## src/rtl/snake_pkg.sv

```systemverilog
// Shared constants, colours, pixel record and FSM encoding for the snake
// game video path.
package snake_pkg;

    localparam int SCREEN_W = 160;
    localparam int SCREEN_H = 120;
    localparam int X_W      = 8;
    localparam int Y_W      = 7;
    localparam int COL_W    = 3;

    localparam logic [COL_W-1:0] COL_BLACK = 3'b000;
    localparam logic [COL_W-1:0] COL_WHITE = 3'b111;
    localparam logic [COL_W-1:0] COL_RED   = 3'b100;

    localparam logic [0:0] S_CLEAR = 1'b0;
    localparam logic [0:0] S_ARB   = 1'b1;

    typedef struct packed {
        logic [X_W-1:0]   x;
        logic [Y_W-1:0]   y;
        logic [COL_W-1:0] colour;
    } pixel_t;

endpackage

```

## src/rtl/rr_arbiter.sv

```systemverilog
// Combinational round-robin picker: first asserted request at or above ptr,
// wrapping, returned both one-hot and encoded.
module rr_arbiter #(
    parameter int NUM_REQ = 3,
    parameter int IDX_W   = (NUM_REQ > 1) ? $clog2(NUM_REQ) : 1
) (
    input  logic [NUM_REQ-1:0] req,
    input  logic [IDX_W-1:0]   ptr,
    output logic [NUM_REQ-1:0] grant,
    output logic [IDX_W-1:0]   grant_idx
);

    always_comb begin
        int  idx;
        logic found;
        grant     = '0;
        grant_idx = '0;
        found     = 1'b0;
        idx       = 0;
        for (int k = 0; k < NUM_REQ; k++) begin
            idx = int'(ptr) + k;
            if (idx >= NUM_REQ) idx = idx - NUM_REQ;
            if (!found && req[idx]) begin
                found      = 1'b1;
                grant[idx] = 1'b1;
                grant_idx  = IDX_W'(idx);
            end
        end
    end

endmodule

```

## src/rtl/pixel_write_arbiter.sv

```systemverilog
// Shares the VGA adapter pixel write port between several drawers and runs
// the full-screen clear sweep; drives a registered plot/x/y/colour stream.
module pixel_write_arbiter #(
    parameter int         NUM_REQ      = 3,
    parameter int         SCREEN_W     = 160,
    parameter int         SCREEN_H     = 120,
    parameter logic [2:0] CLEAR_COLOUR = 3'b000
) (
    input  logic                 clk,
    input  logic                 reset,
    input  logic [NUM_REQ-1:0]   req_valid,
    input  logic [NUM_REQ*8-1:0] req_x,
    input  logic [NUM_REQ*7-1:0] req_y,
    input  logic [NUM_REQ*3-1:0] req_colour,
    output logic [NUM_REQ-1:0]   req_ready,
    input  logic                 clear_start,
    output logic                 clear_busy,
    output logic                 plot,
    output logic [7:0]           x,
    output logic [6:0]           y,
    output logic [2:0]           colour,
    output logic                 oob_drop
);
    import snake_pkg::*;

    localparam int IDX_W = (NUM_REQ > 1) ? $clog2(NUM_REQ) : 1;

    logic [0:0]         state;
    logic [X_W-1:0]     cx;
    logic [Y_W-1:0]     cy;
    logic [IDX_W-1:0]   rr_ptr;
    logic [IDX_W-1:0]   grant_idx;
    logic [NUM_REQ-1:0] arb_req;
    logic [NUM_REQ-1:0] grant;
    logic               grant_any;
    logic               last_col;
    logic               last_row;
    logic               sel_oob;
    pixel_t             sel;

    // Handshake: req_ready is a one-hot grant, only ever raised on a requester
    // whose req_valid is high; a pixel transfers when req_valid[i] & req_ready[i],
    // and a requester keeps x/y/colour stable while valid and not yet granted.
    always_comb begin
        arb_req = '0;
        if (state == S_ARB && !clear_start) arb_req = req_valid;
    end

    rr_arbiter #(
        .NUM_REQ (NUM_REQ),
        .IDX_W   (IDX_W)
    ) u_rr_arbiter (
        .req       (arb_req),
        .ptr       (rr_ptr),
        .grant     (grant),
        .grant_idx (grant_idx)
    );

    always_comb begin
        req_ready  = grant;
        grant_any  = |grant;
        clear_busy = (state == S_CLEAR);
        sel.x      = req_x[int'(grant_idx)*X_W +: X_W];
        sel.y      = req_y[int'(grant_idx)*Y_W +: Y_W];
        sel.colour = req_colour[int'(grant_idx)*COL_W +: COL_W];
        sel_oob    = (sel.x >= X_W'(SCREEN_W)) || (sel.y >= Y_W'(SCREEN_H));
        last_col   = (cx == X_W'(SCREEN_W - 1));
        last_row   = (cy == Y_W'(SCREEN_H - 1));
    end

    always_ff @(posedge clk) begin
        if (reset) begin
            state    <= S_CLEAR;
            cx       <= '0;
            cy       <= '0;
            rr_ptr   <= '0;
            plot     <= 1'b0;
            x        <= '0;
            y        <= '0;
            colour   <= '0;
            oob_drop <= 1'b0;
        end else begin
            plot     <= 1'b0;
            oob_drop <= 1'b0;
            if (state == S_CLEAR) begin
                // A restart request issues nothing this cycle; (0,0) goes out next.
                if (clear_start) begin
                    cx <= '0;
                    cy <= '0;
                end else begin
                    plot   <= 1'b1;
                    x      <= cx;
                    y      <= cy;
                    colour <= CLEAR_COLOUR;
                    if (last_col) begin
                        cx <= '0;
                        if (last_row) begin
                            cy    <= '0;
                            state <= S_ARB;
                        end else begin
                            cy <= cy + 1'b1;
                        end
                    end else begin
                        cx <= cx + 1'b1;
                    end
                end
            end else if (clear_start) begin
                state <= S_CLEAR;
                cx    <= '0;
                cy    <= '0;
            end else if (grant_any) begin
                rr_ptr   <= (grant_idx == IDX_W'(NUM_REQ - 1)) ? '0 : grant_idx + 1'b1;
                x        <= sel.x;
                y        <= sel.y;
                colour   <= sel.colour;
                plot     <= !sel_oob;
                oob_drop <= sel_oob;
            end
        end
    end

endmodule

```

## config.mk

```make
export PLATFORM = sky130hd
export DESIGN_NAME = pixel_write_arbiter
export DESIGN_NICKNAME = d
export VERILOG_FILES = /design/src/rtl/snake_pkg.sv /design/src/rtl/rr_arbiter.sv /design/src/rtl/pixel_write_arbiter.sv
export SDC_FILE = /design/constraint.sdc
export NUM_CORES = 1
export LEC_CHECK = 0
export CORE_ASPECT_RATIO = 1.5
export CORE_UTILIZATION = 41
export DETAILED_ROUTE_END_ITERATION = 16
export GPL_TIMING_DRIVEN = 0
export HOLD_SLACK_MARGIN = 0.05
export PLACE_DENSITY = 0.81
export SLEW_MARGIN = 30
export SYNTH_ARGS = -nofsm -noshare
export SYNTH_HDL_FRONTEND = slang
export SYNTH_SLANG_ARGS = --single-unit
export TNS_END_PERCENT = 10
```

## constraint.sdc

```tcl
create_clock -name clk -period 2.7 [get_ports clk]
set_input_delay 0.405 -clock clk [delete_from_list [all_inputs] [get_ports clk]]
set_output_delay 0.405 -clock clk [all_outputs]
set_load 0.05 [all_outputs]
```

==> results.md, run 1 <==
Yosys:
- The number of standard cells after synthesis is roughly 300.
- In the post-synthesis netlist, the cell with the most instances is sky130_fd_sc_hd__dfxtp_1.
- The net count of the mapped netlist is between 300 and 400.
- In this run the cell area of the synthesized design comes to around 2400 µm².
- The cell type contributing the most total cell area after synthesis is sky130_fd_sc_hd__dfxtp_1.
- In this run the mean area of a mapped cell was 8.20 µm².
- The register bit count reported by yosys is 38.
- The share of the yosys chip area belonging to registers is 0.311.
- The share of synthesized area in the top cell type comes to 0.311.
- The Yosys warning count is 0.
- By area the synthesized netlist is led by sky130_fd_sc_hd__dfxtp_1 31%, sky130_fd_sc_hd__mux2i_1 5.3%, sky130_fd_sc_hd__nand2_1 5.2%.
- Among all flip-flop cells after synthesis, the most frequent one is sky130_fd_sc_hd__dfxtp_1.
- The number of library cell types mapped by synthesis is 58.
- The synthesized design contains 0 enable-type register cells.
- Ranked by instance count, the synthesized netlist is headed by 38 x sky130_fd_sc_hd__dfxtp_1, 34 x sky130_fd_sc_hd__nand2_1, 34 x sky130_fd_sc_hd__nor2_1.
- Counting flops with an async set or reset pin after synthesis yields a share of 0.

Pwr:
- The power per cell area is ~380 nW/µm².
- Summed over all cells, the static leakage comes to about 1.4 nW.
- IR analysis of the VDD net gives a maximum drop of between 0.2 and 0.3 mV.

Die:
- Row generation in the floorplan step produced 34 rows.
- The die covers approximately 6300 µm².
- The initial cell density of the core is 0.423.
- The placeable core region is around 5800 µm².
- From left edge to right edge, the die measures ~65 µm.
- The vertical die dimension is between 90 and 100 µm.
- 84 I/O pins were placed.

Worst hold path:
- Along the worst hold path, the cell count comes to 2.
- The path class of the tightest hold or removal check is reg -> reg.

STA:
- The final period demand of the worst path is roughly 2.7 ns.
- The normalized max-slew margin is 0.597.
- Setup violations remaining at the end of the flow were counted as 2.
- Setup repair after global routing could not meet its margin everywhere.
- Static timing analysis puts the maximum clock frequency at about 0.37 GHz.
- The number of hold-slack violations in the final timing report is 0.
- Dividing the final minimum period by the clock period gives 1.00.
- The final-report max-slew violation count was 0.
- For the pin with the worst max-slew slack, the measured transition is about 0.60 ns.
- For the final database, setup skew stands at 0.0111 ns.
- The least setup slack across all paths after layout is -0.00924 ns.

Layout:
- In the final design database the tool counted about 470 nets.
- Counting the fill cells in the layout gives around 490.
- The area growth from synthesis to layout is 54.6%.
- The number of diodes added for antenna fixing is 0.
- After routing the design area is 3780 µm².
- Of the cells placed in the final design, the portion with a size suffix greater than 1 is 0.176.

Run status:
- The flow ran to the end, but the final reports show violations.
- The checks that failed: setup timing.

Place:
- Before CTS, the worst setup slack after placement is -0.705 ns.
- The placer congestion estimate is between 0.8 and 0.9.
- The count of input and output buffers is 83.
- Summing all placed instances gives a cell area of around 3400 µm².
- Once detailed placement completed, the half-perimeter wirelength came to between 5000 and 6000 µm.

Clock tree:
- The maximum buffer depth of the clock tree is 2.
- The clock tree from TritonCTS is yes.
- The root buffer cell is sky130_fd_sc_hd__clkbuf_8.
- The clock transition at the registers of the reported paths is 0.08 ns.
- Counting the buffers created by CTS gives 5.
- At the later pin of the worst-skew pair, clock insertion delay measures 0.30 ns.
- The maximum level of the CTS H-tree is 2.
- The clock net sink count is 38.

Routing:
- Dividing the detail-routed wire length by the instance count gives 16.6 µm.
- The routed design has around 7900 µm of wire.
- The number of vias per cell after detailed routing is roughly 5.7.
- The length of the first detailed-routing pass in iterations is 5.
- The detail route stage leaves a number of antenna-violating nets equal to 0.
- The via count is about 2700.
- The final routed DRC violation total is 0.
- The number of DRC markers in iteration 0 is 285.

Global route:
- The sum of overflow across all layers after global routing is 0.
- The total routing resource utilization after global routing is 0.245.
- Entering global routing, the biggest net connects 13 pins.
- The via count of the first global-routing pass came to 2513.
- The number of antenna violations at the first check in global routing came to 0.
- The global-route wire length before repair is 11800 µm.

Critical path:
- The maximum fanout encountered on the critical timing path is 10.
- The critical path contains buffers and inverters numbering 3 combined.
- The number of stages on the worst setup path is 8.
- The type of the worst setup path is reg -> out.
- The signal on the critical path passes through buf_6 -> ha_4 -> buf_4 -> mux2i_1 -> o32ai_2 -> nor3b_2 -> a21o_1 -> buf_2.
- The delay contributed by the slowest stage of the critical path is around 0.36 ns.
- At the worst endpoint, the required time is approximately 2.3 ns.
- The worst path arrival time is around 2.3 ns.
- Counting cells, the worst reg-to-reg path comes to 12.
- The worst setup path is launched from a register.
- The cell family contributing the most delay on the critical path is buffers and inverters.
- The worst setup path is captured at a primary output.
- The slowest stage of the critical path belongs to the cell sky130_fd_sc_hd__dfxtp_4.

Job:
- The max-cap violation count is 0.
[sequential cells by signal, indices dropped and copies added (netlist names)]
register	flops
rr_ptr	2
cy	7
colour	3
plot	1
oob_drop	1
state	1
x	8
cx	8
y	7
[layer usage]
metal	share of wire	GRT usage	up-vias
met2	0.52	0.457	98
met1	0.40	0.269	1276
met5	0	0	-
li1	-	-	1297
met4	0.029	0.109	0
met3	0.051	0.0411	22
[cells in the final DEF, fill, tap and decap left out, drive strengths merged, types with 2 or more instances in the layout]
cell type      netlist  final
a211oi               3      3
a21oi               15     15
a221o                3      3
a311o                8      8
a31oi                9      9
a41oi                2      2
and2                 4      4
and4                 2      2
buf                 12     30
bufinv               0      2
clkbuf               7     13
clkdlybuf4s50        0     79
dfxtp               38     38
ha                   6      6
inv                 12     12
mux2                 2      2
mux2i               13     13
nand2               34     34
nand2b               7      7
nand3               12     12
nand4                3      3
nor2                35     35
nor2b                2      2
nor3                 5      5
nor4b                2      2
o211ai               3      3
o21a                 4      4
o21ai               21     21
o221a                2      2
o311a                2      2
o31a                 3      3
o32ai                4      4
or2                  2      2
xnor2                3      3
xor2                 6      6
[cell families after synthesis]
| logic type | count (synthesis) | share of synthesized area |
|---|---|---|
| flip-flops | 38 | 0.311 |
| AO/OA/AOI/OAI | 86 | 0.272 |
| AND/OR/NAND/NOR | 113 | 0.228 |
| buffers and inverters | 31 | 0.0614 |
| adder cells (fa/ha/maj) | 6 | 0.0307 |
| multiplexers | 15 | 0.0640 |
| XOR/XNOR | 9 | 0.0322 |
[path summary, 6_finish.rpt]
path             start      endpoint  slack, ns
max reg2reg  rr_ptr[1]          x[5]       0.01
max          rr_ptr[1]  req_ready[1]     -0.009
min reg2reg  colour[2]     colour[2]       0.48
min          colour[2]     colour[2]       0.48
[tightest hold or removal path: cells and delay by family (launching register included)]
| kind | cells | cell delay, ns |
|---|---|---|
| flops | 1 | 0.32 |
| simple gates | 1 | 0.06 |
| compound gates | 1 | 0.06 |
[metrics by stage]
step	TNS [ns]	cells	power (W)	util	hold WS (ns)
5_1_grt	-0.612	476	0.00146	0.653	0.500
4_1_cts	0	473	0.00142	0.642	0.477
3_3_place_gp	-11.96	453	0.000820	0.582	0.458
3_5_place_dp	-12.97	453	0.000821	0.582	0.465
6_report	-0.0158	476	0.00142	0.653	0.482
2_1_floorplan	0	298	0.000690	-	0.474
[power breakdown]
group / total (W) / leakage (nW) / switching [W] / internal (W)
Clock: 0.000601 / 0.0714 / 0.000207 / 0.000394
Combinational: 0.000236 / 1.02 / 0.000109 / 0.000127
Sequential: 0.000583 / 0.311 / 0.00000935 / 0.000574
Total: 0.00142 / 1.40 / 0.000325 / 0.00110
[final cells by class]
| class | count | area [µm²] | area share |
|---|---|---|---|
| flip-flops and latches | 38 | 766 | 0.203 |
| repair buffers | 98 | 953 | 0.252 |
| well taps | 72 | 90.1 | 0.0238 |
| plain buffers | 19 | 126 | 0.0334 |
| inverters | 12 | 45.0 | 0.0119 |
| clock inverters | 2 | 60.1 | 0.0159 |
| clock buffers | 6 | 82.6 | 0.0218 |
| multi-input cells | 229 | 1660 | 0.438 |
[timing repair]
| action | CTS | global route |
|---|---|---|
| hold buffers | 0 | 0 |
| endpoints found under the setup margin | 23 | 27 |
| setup buffers | 12 | 3 |
| resized for setup | 44 | 8 |
| pin swaps | 10 | 13 |
(Power assumes the default switching activity.)
==> run 2, diff against run 1 <==
- CORE_ASPECT_RATIO: 1.5 -> 1.75
- SKIP_CTS_REPAIR_TIMING: default -> 1
==> results.md, run 2 (same netlist as run 1, synthesis figures left out) <==
STA:
- The slew at the pin closest to its max-slew limit is 0.628 ns.
- The final period demand of the worst path is 2.75 ns.
- Headroom to the max-slew limit came out at 0.581.
- The least setup slack across all paths after layout is -0.0518 ns.
- Derived from the worst setup path, the maximum achievable clock frequency is approximately 0.36 GHz.
- Across the routed clock network, the largest skew measured is about 0.0051 ns.
- Setup repair after global routing could not meet its margin everywhere.
- The final period utilization is 1.02.
- Setup violations remaining at the end of the flow were counted as 7.
- The number of hold-slack violations in the final timing report is 0.
- After routing, the total negative slack on setup checks comes to -0.248 ns.
- The final-report max-slew violation count is 0.

Pwr:
- The worst-case IR drop observed on VDD is between 0.3 and 0.4 mV.
- The share of total power dissipated in the clock network is 0.332.
- The analysis attributes to cell leakage a power of between 1 and 1.5 nW.
- The share of power burned in combinational logic is 0.191.
- The cell-internal power is 0.000905 W.
- In this run the power density over the cells is 331 nW/µm².
- In this run the power spent charging and discharging nets is about 0.00031 W.
- The sequential share of power is 0.478.
- The total design power is 0.00122 W.
- Of the total power, the share spent switching nets is 0.258.

Die:
- The initial cell density of the core is 0.431.
- The floorplan die width is 60.4 µm.
- The die area is about 6300 µm².
- The total I/O pin count is 84.
- The die is between 100 and 150 µm tall.
- The placeable core region is 5680 µm².
- Row generation in the floorplan step produced 36 rows.

Clock tree:
- Buffers inserted during clock tree synthesis total 5.
- The root buffer cell is sky130_fd_sc_hd__clkbuf_8.
- The clock drives 38 sinks.
- In this run the deepest clock path goes through 2 buffers.
- The maximum level of the CTS H-tree is 2.
- TritonCTS built the clock tree.
- Clock-pin slew was measured on the worst setup and hold paths at about 0.08 ns.
- The clock latency reported for the late side of the worst-skew pair is between 0.2 and 0.3 ns.

Global route:
- The largest net degree at the start of global routing is 12.
- Global routing finished with a remaining overflow of 0.
- For this run, the total global-route usage over all layers was measured as 0.231.
- The via count of the first global-routing pass was roughly 2500.
- The number of antenna violations at the first check in global routing is 0.
- The global-route wire length before repair is 11000 µm.

Critical path:
- The worst setup path is of the reg -> reg kind.
- The data required time at the worst endpoint is between 2 and 3 ns.
- In this design, the stage delay of the slowest critical-path cell is ~0.39 ns.
- The worst setup path is captured at a register.
- At the worst endpoint, the arrival time is between 2 and 3 ns.
- The length in cells of the worst reg-to-reg path is 10.
- The nature of the critical path startpoint is a register.
- The critical path goes through inv_2 -> ha_2 -> buf_6 -> mux2i_4 -> o31a_1 -> o311a_4 -> mux2_4 -> mux2_2 -> and4_4 -> o32ai_2.
- Among all stages on the critical path, the largest delay is contributed by sky130_fd_sc_hd__o311a_4.
- Along the worst path, the maximum fanout reaches 7.

Routing:
- In this run the remaining antenna-violating nets after routing total 0.
- The routed design has around 7700 µm of wire.
- Summing over every cut layer, the via total after detailed routing is 2661.
- In the routed design, unresolved DRC markers number 0.
- For this run, the detailed router's first-pass iteration total came to 4.
- The number of vias per cell after detailed routing is between 5 and 6.
- The number of DRC markers in iteration 0 is about 140.
- After detailed routing, the average wire length per cell comes to approximately 16 µm.

Place:
- The count of buffers added on input and output ports is 83.
- At the end of routability-driven placement, the weighted congestion stood at 0.896.
- After legalization and detailed placement, the total HPWL measured between 5000 and 6000 µm.

Layout:
- In the final layout, the registers with the most flip-flops are cx (8), x (8).
- The share of the core filled with cells in the final layout is 0.649.
- The library cells used most frequently in the layout, excluding fill and tap cells, are 79 x sky130_fd_sc_hd__clkdlybuf4s50_1, 36 x sky130_fd_sc_hd__dfxtp_1, 34 x sky130_fd_sc_hd__nand2_1, 34 x sky130_fd_sc_hd__nor2_1, 20 x sky130_fd_sc_hd__o21ai_0.
- 0 antenna diodes ended up in the layout.
- The leading cell type in the layout, fill and taps excluded is sky130_fd_sc_hd__clkdlybuf4s50_1.
- The area added between synthesis and finish is 50.6%.
- The final layout contains around 460 nets.
- The share of cells above drive strength 1 is 0.153.

Run status:
- The checks that failed: setup timing.
- The flow ran to the end, but the final reports show violations.

Worst hold path:
- The path category of the worst min-delay check is reg -> reg.
- The worst hold path was traced through 2 stages.

Job:
- The tool flagged a number of max-cap violations equal to 0.
## run 2: stage by stage
step                      std cells  setup WS (ns)  area (µm²)  hold slack (ns)
after global routing            475         -0.142        3680            0.500
after global placement          457         -0.703        3370            0.459
after detailed placement        457         -0.754        3370            0.460
final                           475        -0.0518        3680            0.471
after CTS                       465         -0.771        3460            0.473
after floorplan                 298          0.157        2440            0.474
## run 2: layout make-up
class / count / area [µm²]
Multi-Input combinational cell: 229 / 1640
Timing Repair Buffer: 93 / 906
Buffer: 19 / 143
Clock buffer: 7 / 86.3
Fill cell: 487 / 1990
Clock inverter: 1 / 5.00
Inverter: 12 / 45.0
Sequential cell: 38 / 766
Tap cell: 76 / 95.1
## run 2: power groups by stage
stage	clock (W)	combinational (W)	sequential (W)
after floorplan	0	0.0000526	0.000638
after global placement	0	0.000222	0.000596
after detailed placement	0	0.000225	0.000596
after CTS	0.000407	0.000226	0.000583
after global routing	0.000439	0.000246	0.000584
final	0.000405	0.000233	0.000583
## run 2: final timing paths
path	startpoint	endpoint	slack [ns]
setup / recovery	rr_ptr[1]	plot	-0.05
hold / removal	colour[2]	colour[2]	0.47
setup reg to reg	rr_ptr[1]	plot	-0.05
hold reg to reg	colour[2]	colour[2]	0.47
## run 2: worst max-delay path: cells and delay by family (launching register included)
kind                       cells  cell delay (ns)
buffers and inverters          2             0.18
and+or+nand+nor                1             0.16
muxes                          3             0.78
DFF                            1             0.38
adders and majority gates      1             0.17
AOI/OAI and AO/OA              3             0.99
## run 2: metal layers
| metal | GRT usage | vias up | share of wire |
|---|---|---|---|
| met4 | 0.135 | 0 | 0.040 |
| met1 | 0.226 | 1264 | 0.37 |
| met2 | 0.422 | 85 | 0.55 |
| met5 | 0 | - | 0 |
| met3 | 0.0361 | 22 | 0.043 |
| li1 | - | 1290 | - |
